<file path="config.mk">
export PLATFORM = sky130hd
export DESIGN_NAME = wb_stage
export DESIGN_NICKNAME = d
export VERILOG_FILES = /design/src/rtl/riscv_pkg.sv /design/src/rtl/wb_scoreboard.sv /design/src/rtl/wb_stage.sv
export SDC_FILE = /design/constraint.sdc
export NUM_CORES = 1
export LEC_CHECK = 0
export BUFFER_PORTS_ARGS = -buffer_cell sky130_fd_sc_hd__buf_4
export CAP_MARGIN = 20
export CORE_MARGIN = 2
export CORE_UTILIZATION = 47
export DETAILED_ROUTE_END_ITERATION = 10
export HOLD_SLACK_MARGIN = 0.06
export PLACE_DENSITY = 0.81
export SETUP_SLACK_MARGIN = 0.5
export SLEW_MARGIN = 0
export SYNTH_ARGS = -nofsm -noshare
export SYNTH_HDL_FRONTEND = slang
export SYNTH_SLANG_ARGS = --single-unit
</file>
<file path="constraint.sdc">
create_clock -name clk_i -period 2.8 [get_ports clk_i]
set_clock_uncertainty 0.2 [all_clocks]
set_input_delay 0.42 -clock clk_i [delete_from_list [all_inputs] [get_ports clk_i]]
set_output_delay 0.42 -clock clk_i [all_outputs]
set_load 0.01 [all_outputs]
</file>
<file path="src/rtl/riscv_pkg.sv">
// rtl/riscv_pkg.sv - shared writeback source encoding and default core widths
package riscv_pkg;

    localparam int XLEN_DEF = 16;
    localparam int NREG_DEF = 8;

    // Encoding 3 is left undefined on purpose; wb_stage treats it as an error.
    typedef enum logic [1:0] {
        WB_ALU          = 2'd0,
        WB_MEM          = 2'd1,
        WB_PC_PLUS_FOUR = 2'd2
    } wb_src_t;

endpackage

</file>
<file path="src/rtl/wb_scoreboard.sv">
// rtl/wb_scoreboard.sv - per-register pending-load busy bits and outstanding-load counter
module wb_scoreboard #(
    parameter int NREG            = 8,
    parameter int MAX_OUTSTANDING = 2,
    localparam int RW             = $clog2(NREG)
) (
    input  logic            clk_i,
    input  logic            rst_ni,
    input  logic            issue_valid_i,
    input  logic [RW-1:0]   issue_rd_i,
    output logic            issue_ready_o,
    input  logic            rsp_valid_i,
    input  logic [RW-1:0]   rsp_rd_i,
    output logic            rsp_err_o,
    output logic [NREG-1:0] busy_o
);

    localparam int CW = $clog2(MAX_OUTSTANDING + 1);

    logic [CW-1:0] count_q;
    logic          issue_fire;
    logic          rsp_dec;

    assign issue_ready_o = (count_q < CW'(MAX_OUTSTANDING)) &&
                           ((issue_rd_i == '0) || !busy_o[issue_rd_i]);
    assign issue_fire    = issue_valid_i && issue_ready_o;

    // Stray responses are still flagged but never drive the counter below zero.
    assign rsp_err_o = rsp_valid_i &&
                       ((count_q == '0) || ((rsp_rd_i != '0) && !busy_o[rsp_rd_i]));
    assign rsp_dec   = rsp_valid_i && (count_q != '0);

    always_ff @(posedge clk_i) begin
        if (!rst_ni) begin
            count_q <= '0;
            busy_o  <= '0;
        end else begin
            if (issue_fire && !rsp_dec) begin
                count_q <= count_q + CW'(1);
            end else if (!issue_fire && rsp_dec) begin
                count_q <= count_q - CW'(1);
            end
            if (rsp_valid_i) begin
                busy_o[rsp_rd_i] <= 1'b0;
            end
            if (issue_fire && (issue_rd_i != '0)) begin
                busy_o[issue_rd_i] <= 1'b1;
            end
        end
    end

endmodule

</file>
<file path="src/rtl/wb_stage.sv">
// rtl/wb_stage.sv - writeback merge of execute results and load responses; WB_SKID_EN adds an execute skid FIFO
module wb_stage
    import riscv_pkg::*;
#(
    parameter int XLEN            = XLEN_DEF,
    parameter int NREG            = NREG_DEF,
    parameter int MAX_OUTSTANDING = 2,
    parameter int SKID_DEPTH      = 2,
    localparam int RW             = $clog2(NREG)
) (
    input  logic            clk_i,
    input  logic            rst_ni,
    input  logic            ex_valid_i,
    output logic            ex_ready_o,
    input  logic            ex_we_i,
    input  logic [RW-1:0]   ex_rd_i,
    input  logic [1:0]      ex_wb_sel_i,
    input  logic [XLEN-1:0] ex_alu_data_i,
    input  logic [XLEN-1:0] ex_rd_data_i,
    input  logic [XLEN-1:0] ex_ret_addr_i,
    input  logic            ld_issue_valid_i,
    input  logic [RW-1:0]   ld_issue_rd_i,
    output logic            ld_issue_ready_o,
    input  logic            mem_rsp_valid_i,
    input  logic [RW-1:0]   mem_rsp_rd_i,
    input  logic [XLEN-1:0] mem_rsp_data_i,
    output logic            rf_we_o,
    output logic [RW-1:0]   rf_addr_o,
    output logic [XLEN-1:0] rf_data_o,
    output logic [NREG-1:0] busy_o,
    output logic            wb_err_o
);

    typedef struct packed {
        logic            we;
        logic            err;
        logic [RW-1:0]   rd;
        logic [XLEN-1:0] data;
    } wb_entry_t;

    logic            waw;
    logic            ex_fire;
    logic            ex_sel_err;
    logic [XLEN-1:0] ex_data;
    logic            rsp_err;
    wb_entry_t       ex_entry;
    wb_entry_t       rsp_entry;
    wb_entry_t       slot;
    logic            slot_valid;

    wb_scoreboard #(
        .NREG            (NREG),
        .MAX_OUTSTANDING (MAX_OUTSTANDING)
    ) u_scoreboard (
        .clk_i         (clk_i),
        .rst_ni        (rst_ni),
        .issue_valid_i (ld_issue_valid_i),
        .issue_rd_i    (ld_issue_rd_i),
        .issue_ready_o (ld_issue_ready_o),
        .rsp_valid_i   (mem_rsp_valid_i),
        .rsp_rd_i      (mem_rsp_rd_i),
        .rsp_err_o     (rsp_err),
        .busy_o        (busy_o)
    );

    always_comb begin
        ex_data = '0;
        case (wb_src_t'(ex_wb_sel_i))
            WB_ALU:          ex_data = ex_alu_data_i;
            WB_MEM:          ex_data = ex_rd_data_i;
            WB_PC_PLUS_FOUR: ex_data = ex_ret_addr_i;
            default:         ex_data = '0;
        endcase
    end

    assign ex_sel_err = (ex_wb_sel_i == 2'd3);
    assign waw        = ex_valid_i && ex_we_i && busy_o[ex_rd_i];
    assign ex_fire    = ex_valid_i && ex_ready_o;

    // Writes to x0 are consumed like any other but never raise rf_we_o.
    assign ex_entry.we    = ex_we_i && (ex_rd_i != '0) && !ex_sel_err;
    assign ex_entry.err   = ex_sel_err;
    assign ex_entry.rd    = ex_rd_i;
    assign ex_entry.data  = ex_data;

    assign rsp_entry.we   = (mem_rsp_rd_i != '0);
    assign rsp_entry.err  = rsp_err;
    assign rsp_entry.rd   = mem_rsp_rd_i;
    assign rsp_entry.data = mem_rsp_data_i;

`ifdef WB_SKID_EN
    localparam int PW = (SKID_DEPTH > 1) ? $clog2(SKID_DEPTH) : 1;

    wb_entry_t     fifo_mem [SKID_DEPTH];
    logic [PW-1:0] head_q;
    logic [PW-1:0] tail_q;
    logic [PW:0]   fill_q;
    logic          fifo_empty;
    logic          fifo_full;
    logic          push;
    logic          pop;

    function automatic logic [PW-1:0] next_ptr(input logic [PW-1:0] p);
        return (p == PW'(SKID_DEPTH - 1)) ? '0 : p + PW'(1);
    endfunction

    assign fifo_empty = (fill_q == '0);
    assign fifo_full  = (fill_q == (PW + 1)'(SKID_DEPTH));
    assign ex_ready_o = !fifo_full && !waw;

    // An empty FIFO with a free slot lets the result bypass straight to the port.
    assign pop  = !mem_rsp_valid_i && !fifo_empty;
    assign push = ex_fire && (mem_rsp_valid_i || !fifo_empty);

    always_comb begin
        slot       = rsp_entry;
        slot_valid = 1'b0;
        if (mem_rsp_valid_i) begin
            slot       = rsp_entry;
            slot_valid = 1'b1;
        end else if (!fifo_empty) begin
            slot       = fifo_mem[head_q];
            slot_valid = 1'b1;
        end else if (ex_fire) begin
            slot       = ex_entry;
            slot_valid = 1'b1;
        end
    end

    always_ff @(posedge clk_i) begin
        if (!rst_ni) begin
            head_q <= '0;
            tail_q <= '0;
            fill_q <= '0;
        end else begin
            if (push) begin
                tail_q <= next_ptr(tail_q);
            end
            if (pop) begin
                head_q <= next_ptr(head_q);
            end
            if (push && !pop) begin
                fill_q <= fill_q + (PW + 1)'(1);
            end else if (pop && !push) begin
                fill_q <= fill_q - (PW + 1)'(1);
            end
        end
    end

    always_ff @(posedge clk_i) begin
        if (push) begin
            fifo_mem[tail_q] <= ex_entry;
        end
    end
`else
    assign ex_ready_o = !mem_rsp_valid_i && !waw;

    always_comb begin
        slot       = rsp_entry;
        slot_valid = 1'b0;
        if (mem_rsp_valid_i) begin
            slot       = rsp_entry;
            slot_valid = 1'b1;
        end else if (ex_fire) begin
            slot       = ex_entry;
            slot_valid = 1'b1;
        end
    end
`endif

    always_ff @(posedge clk_i) begin
        if (!rst_ni) begin
            rf_we_o   <= 1'b0;
            rf_addr_o <= '0;
            rf_data_o <= '0;
            wb_err_o  <= 1'b0;
        end else begin
            rf_we_o  <= slot_valid && slot.we;
            wb_err_o <= slot_valid && slot.err;
            if (slot_valid) begin
                rf_addr_o <= slot.rd;
                rf_data_o <= slot.data;
            end
        end
    end

endmodule
</file>
# Word level (Yosys, flattened, before mapping)
# Cells that the tools add are included.
# op_classes
bitwise_logic	3
n_addsub	2
n_lt_le_gt_ge	6
n_eq_ne	3
reduce_logical	35
muxes	20
# ops
op	count
case mux 16 bit (3 select lines)	1
two-way mux 21 bit	2
two-way mux 8 bit	3
logical AND 1 bit	18
< comparator 3 x 4 -> 1 bit, second input constant	3
binary-select mux 1 bit (select 3 bit)	3
nonzero test 3 bit	3
AND 8 bit	1
NOT 8 bit	1
OR 8 bit	1
logical NOT 1 bit	7
two-way mux 1 bit	7
demux 1 bit (select 3 bit)	2
greater-or-equal comparator 3 x 1 -> 1 bit, second input constant	2
equality test 2 bit, second input constant	2
logical NOT 2 bit	2
two-way mux 2 bit	2
nonzero test 2 bit	2
logical NOT 3 bit	1
adder 2 x 1 -> 2 bit, second input constant	1
equality test 2 x 1 -> 1 bit, second input constant	1
logical OR 1 bit	2
< comparator 2 bit, second input constant	1
subtractor 2 x 1 -> 2 bit, second input constant	1
# totals
ff_bits	31
wordCells	75
input_bits	81

# Depth between registers and ports, before layout
# depth
ltp_word	10
mapped_depth	9

# Cells and area by module
# A second synthesis with hierarchy kept.
# unflattened
cells_unflattened	269
hier_area_um2	2397.3
# by_module_without_submodules
module	instances	cells_per_inst	area_per_inst_um2	seq_area_each_um2
wb_stage	1	197	1710.4	420.4
wb_scoreboard	1	72	686.9	200.2

# Least setup slack after synthesis
# OpenSTA, ideal clock, no wires.
# synth_path
kind	input -> register
startpoint	input ld_issue_rd_i[2]
endpoint	register u_scoreboard.count_q[1]
required_time_ns	2.530
arrival_time_ns	2.405
path_slack_ns	0.125
cell_stages	8
path_cell_list	buf_2 mux2_2 a221o_1 a21oi_1 and2_1 ha_1 or3_1 a21oi_1
# synth_between
elab_chain_cells	9
elab_cells_between_ends	12
classes_between	mux (3); reduce/logical (9)
# synth_rtl
element	line_no	rtl
start, declared	wb_stage.sv:22	input logic [RW-1:0] ld_issue_rd_i,
binary-select mux 1 bit (select 3 bit)	wb_scoreboard.sv:25	((issue_rd_i == '0) || !busy_o[issue_rd_i]);
two-way mux 1 bit (not written as such)	wb_scoreboard.sv:25	
logical NOT 1 bit	wb_scoreboard.sv:25	
logical OR 1 bit *	wb_scoreboard.sv:25	
logical AND 1 bit *	wb_scoreboard.sv:24	assign issue_ready_o = (count_q < CW'(MAX_OUTSTANDING)) &&
net ld_issue_ready_o	wb_stage.sv:23	output logic ld_issue_ready_o,
logical AND 1 bit *	wb_scoreboard.sv:26	assign issue_fire = issue_valid_i && issue_ready_o;
logical NOT 1 bit	wb_scoreboard.sv:40	end else if (!issue_fire && rsp_dec) begin
logical AND 1 bit	wb_scoreboard.sv:40	
nonzero test 2 bit (no source line)	-	
end signal, assigned	wb_scoreboard.sv:39	count_q <= count_q + CW'(1);
end signal, assigned	wb_scoreboard.sv:41	count_q <= count_q - CW'(1);
end, declared	wb_scoreboard.sv:20	logic [CW-1:0] count_q;
# The timed path passes the listed nets; every way through them passes the cells marked *. The select of a mux whose other input is x is not followed.
# A chain may end at the register's enable or synchronous reset.

# Final worst setup path
# layout_path
startpoint	register u_scoreboard.busy_o[7]
endpoint	register u_scoreboard.count_q[1]
# layout_between
elab_chain_cells	9
elab_cells_between_ends	11
classes_between	mux (3); reduce/logical (8)
# layout_rtl
element	line_no	rtl
start, declared	wb_scoreboard.sv:15	output logic [NREG-1:0] busy_o
start signal, assigned	wb_scoreboard.sv:36	busy_o <= '0;
start signal, assigned by index	wb_scoreboard.sv:44	busy_o[rsp_rd_i] <= 1'b0;
start signal, assigned by index	wb_scoreboard.sv:47	busy_o[issue_rd_i] <= 1'b1;
binary-select mux 1 bit (select 3 bit) *	wb_scoreboard.sv:25	
two-way mux 1 bit (not written as such) *	wb_scoreboard.sv:25	
logical NOT 1 bit *	wb_scoreboard.sv:25	
logical OR 1 bit *	wb_scoreboard.sv:25	
logical AND 1 bit *	wb_scoreboard.sv:24	
logical AND 1 bit *	wb_scoreboard.sv:26	
logical NOT 1 bit	wb_scoreboard.sv:40	
logical AND 1 bit	wb_scoreboard.sv:40	
nonzero test 2 bit (no source line)	-	
# Every way passes the cells marked *; elsewhere a longest branch is shown, timed or not. The select of a mux whose other input is x is not followed.

==> results.cfg <==
[sta]
setup_viol = 0
holdWs_ns = 0.254
grt_setup_unrepaired = yes
worst-slew-pin-transition_ns = 1.06
finalHoldViolCount = 0
timing.max_slew.rel_slack_pct = 29.0
clock.fmax_mhz = 444
fin_crit_ns = 2.25
layout_worst_path_cycle_share_pct = 80.4
totalNegativeSetupSlack_ns = 0
postLayoutSetupSlackWorst_ns = 0.549
final_max_slew_viol_count = 0

[clock_tree]
cts_tree = yes
htree_levels = 2
clock-root-buffer = sky130_fd_sc_hd__clkbuf_8
cts-buffers-inserted = 5
cts_sinks = 31
clock_transition_at_the_registers_of_the_reported_paths_ns = 0.06
insertion_delay_ns = 0.28
ctsLongestPathBuffers = 2

[synthesis]
syn-cell-area_um2 = 2370
synth_largest_type_area_fraction_pct = 26.1
ranking_of_synthesized_cells_by_area = sky130_fd_sc_hd__dfxtp_1 (26%), sky130_fd_sc_hd__a2bb2oi_1 (12%), sky130_fd_sc_hd__mux2i_1 (7.6%)
synth_async_sr_flop_share_pct = 0
yosysSeqAreaShare_pct = 26.1
synth_top_flop_cell = sky130_fd_sc_hd__dfxtp_1
number_of_synthesized_flops_with_an_enable_pin = 0
synth_mux_area_share_pct = 11.1
yosysTopAreaCell = sky130_fd_sc_hd__dfxtp_1
synthesis.nets = 350
synth_simple_gate_area_share_pct = 14.6
yosys.area_share.adder_pct = 0.527
netlist_instances = 268
synth-compound-area-share_pct = 40.4
yosysUniqueCellTypes = 49
synth.ff_latch_count = 31
yosys_warnings = 0
largest_family_of_logic_cells_by_synthesized_area = compound AO/OA/AOI/OAI gates
avgSynthCellArea_um2 = 8.86
synthXorXnorAreaFrac_pct = 0.738

[pwr]
cell_area_power_density_nw_per_um2 = 422
power.static_leakage_nw = 1.42
vdd_ir_drop_max_mv = 0.431

[placed_design]
placement_setup_slack_ns = 0.311
hpwl_mm = 5.13
dpl_cell_area_um2 = 3210
routabilityCongestion = 0.829
number_of_buffer_cells_added_on_primary_ports = 111

[worst_setup_path]
worst_r2r_path_depth = 7
worstReg2RegEnd = u_scoreboard.count_q[1]$_SDFFE_PN0P_
cp_capture_point = u_scoreboard.count_q[1]$_SDFFE_PN0P_
setup.worst_path.start_class = flop
worst-path-max-fanout = 4
startpoint = u_scoreboard.busy_o[7]$_SDFF_PN0_
setup.reg_to_reg.worst_slack_ns = 0.55
critical_path_data_arrival_time_ns = 2.26
required_ns = 2.81
timing.rr.start = u_scoreboard.busy_o[7]$_SDFF_PN0_
criticalPathCategory = reg -> reg
worst_setup_path_end_kind = flop

[route]
ant_nets = 0
firstDrtPassIters = 4
postRouteWirelength_mm = 7.25
detail_route.drc_violations = 0
total_via_count_after_detailed_routing = 2562
drt-initial-drc-count = 139
viasPerCell = 5.90
dr_wl_cell_um = 16.7

[finish]
multi_input_area_um2 = 1670
drive_gt1_share_pct = 41.7
postLayoutCellArea_um2 = 3370
regArea_um2 = 629
final.fill_count = 410
synthToLayoutAreaGrowth_pct = 42.1
antenna-diode-count = 0
finalNetCount = 448

[die]
die_area_um2 = 5630
pin_count = 112
rows = 25
die_h_um = 75.1
floorplan.die.width_um = 75.1
initial_utilization_pct = 49.6
placeableCoreArea_um2 = 4790

[global_route]
grt_start_max_net_pins = 43
grt_overflow_total = 0
grt_pass1_vias = 2332
grt_antenna_before_repair = 0
grt_pass1_wl_mm = 10.9
grt_usage_pct = 24.8

[min_path]
hold_path_depth = 3
min_path_type = in -> reg

[run]
timing.max_cap.violations = 0

[run_status]
run_status = complete, no violations
-- how the worst min path moves through the flow --
stage / from / end / slack, ns
after floorplan: u_scoreboard.busy_o[0]$_SDFF_PN0_ / u_scoreboard.busy_o[0]$_SDFF_PN0_ / 0.26
after global placement: u_scoreboard.busy_o[0]$_SDFF_PN0_ / u_scoreboard.busy_o[0]$_SDFF_PN0_ / 0.25
after detailed placement: u_scoreboard.busy_o[0]$_SDFF_PN0_ / u_scoreboard.busy_o[0]$_SDFF_PN0_ / 0.25
after CTS: ld_issue_rd_i[1] / u_scoreboard.busy_o[7]$_SDFF_PN0_ / 0.26
after global routing: ld_issue_rd_i[1] / u_scoreboard.busy_o[7]$_SDFF_PN0_ / 0.27
final: ld_issue_rd_i[1] / u_scoreboard.busy_o[7]$_SDFF_PN0_ / 0.25
-- layout make-up --
cell class,count,area share (%)
flip-flops and latches,31,18.7
inverters,5,0.556
well taps,67,2.49
clock buffers,8,2.97
multi-input cells,207,49.5
repair buffers,116,25.8
-- kinds of logic after synthesis --
logic type,Yosys count
xor gates and xnor gates,2
buffers and inverters,31
muxes,24
AOI/OAI and AO/OA,120
DFF,31
and+or+nand+nor,59
adders and majority gates,1
-- worst max-delay path: stages (launching register included) --
cell,delay (ns)
sky130_fd_sc_hd__dfxtp_4,0.36
sky130_fd_sc_hd__mux4_2,0.47
sky130_fd_sc_hd__nand2b_4,0.16
sky130_fd_sc_hd__a21oi_4,0.14
sky130_fd_sc_hd__and2_4,0.16
sky130_fd_sc_hd__ha_4,0.20
sky130_fd_sc_hd__or3_4,0.38
sky130_fd_sc_hd__a21oi_2,0.11
-- per-stage QoR --
stage | power, mW | instances | utilization, %
floorplan | 0.829 | 268 | -
global placement | 1.01 | 423 | 67.2
detailed placement | 1.02 | 423 | 67.2
CTS | 1.41 | 432 | 69.5
global route | 1.50 | 434 | 70.5
finish | 1.43 | 434 | 70.5
-- where the power goes --
group | internal [mW] | total [mW] | switching [mW]
sequential | 0.481 | 0.518 | 0.0371
combinational | 0.280 | 0.518 | 0.239
clock | 0.224 | 0.389 | 0.164
-- state kept, by name, summed over array words and instances (netlist names) --
name / count
u_scoreboard.count_q: 2
rf_we_o: 1
rf_data_o: 16
u_scoreboard.busy_o: 8
rf_addr_o: 3
wb_err_o: 1
-- placed cells by master (no fill, tap or decap), types with 2 or more instances in the layout --
cell type	n
sky130_fd_sc_hd__mux2i_1	18
sky130_fd_sc_hd__mux2_4	2
sky130_fd_sc_hd__o21ai_0	11
sky130_fd_sc_hd__a2bb2oi_1	32
sky130_fd_sc_hd__a211oi_2	2
sky130_fd_sc_hd__a211oi_1	15
sky130_fd_sc_hd__clkbuf_8	7
sky130_fd_sc_hd__buf_4	116
sky130_fd_sc_hd__nand4_1	2
sky130_fd_sc_hd__nand2_1	8
sky130_fd_sc_hd__inv_1	5
sky130_fd_sc_hd__nand3_1	4
sky130_fd_sc_hd__a221oi_1	2
sky130_fd_sc_hd__nor2b_1	3
sky130_fd_sc_hd__xor2_1	2
sky130_fd_sc_hd__dfxtp_2	4
sky130_fd_sc_hd__dfxtp_1	26
sky130_fd_sc_hd__o21a_1	16
sky130_fd_sc_hd__mux2_2	3
sky130_fd_sc_hd__nor2_1	7
sky130_fd_sc_hd__a21oi_1	9
sky130_fd_sc_hd__o31ai_1	18
sky130_fd_sc_hd__o221a_2	2
sky130_fd_sc_hd__nand2b_1	23
-- Yosys cell counts, drive strengths merged, types with 2 or more instances --
library cell,count
o21ai,12
nand2b,24
nor2,7
o221a,2
a21oi,11
or3,2
inv,5
nand3,4
mux2,5
mux2i,18
a221oi,2
o21a,16
o22ai,2
buf,12
nand2,9
nor2b,3
a211oi,17
xor2,2
a2bb2oi,32
o221ai,2
dfxtp,31
nand4,2
clkbuf,14
o31ai,18
-- repair_timing --
item,CTS,global route
cloned,1,0
pin swaps,1,3
buffers inserted,0,2
gates resized for setup,0,9
hold buffers,0,0
hold endpoints to repair,0,0
endpoints found under the setup margin,1,2
-- metal layers --
| metal | global-route usage, % | share of wire, % | vias to the layer above | wire length (µm) |
|---|---|---|---|---|
| met5 | 0 | 0 | - | 0 |
| met1 | 32.6 | 42 | 1195 | 3020 |
| li1 | - | - | 1250 | - |
| met3 | 4.82 | 8.5 | 8 | 620 |
| met4 | 7.14 | 1.5 | 0 | 109 |
| met2 | 41.4 | 48 | 109 | 3500 |
Power figures use the tool's default switching activity.
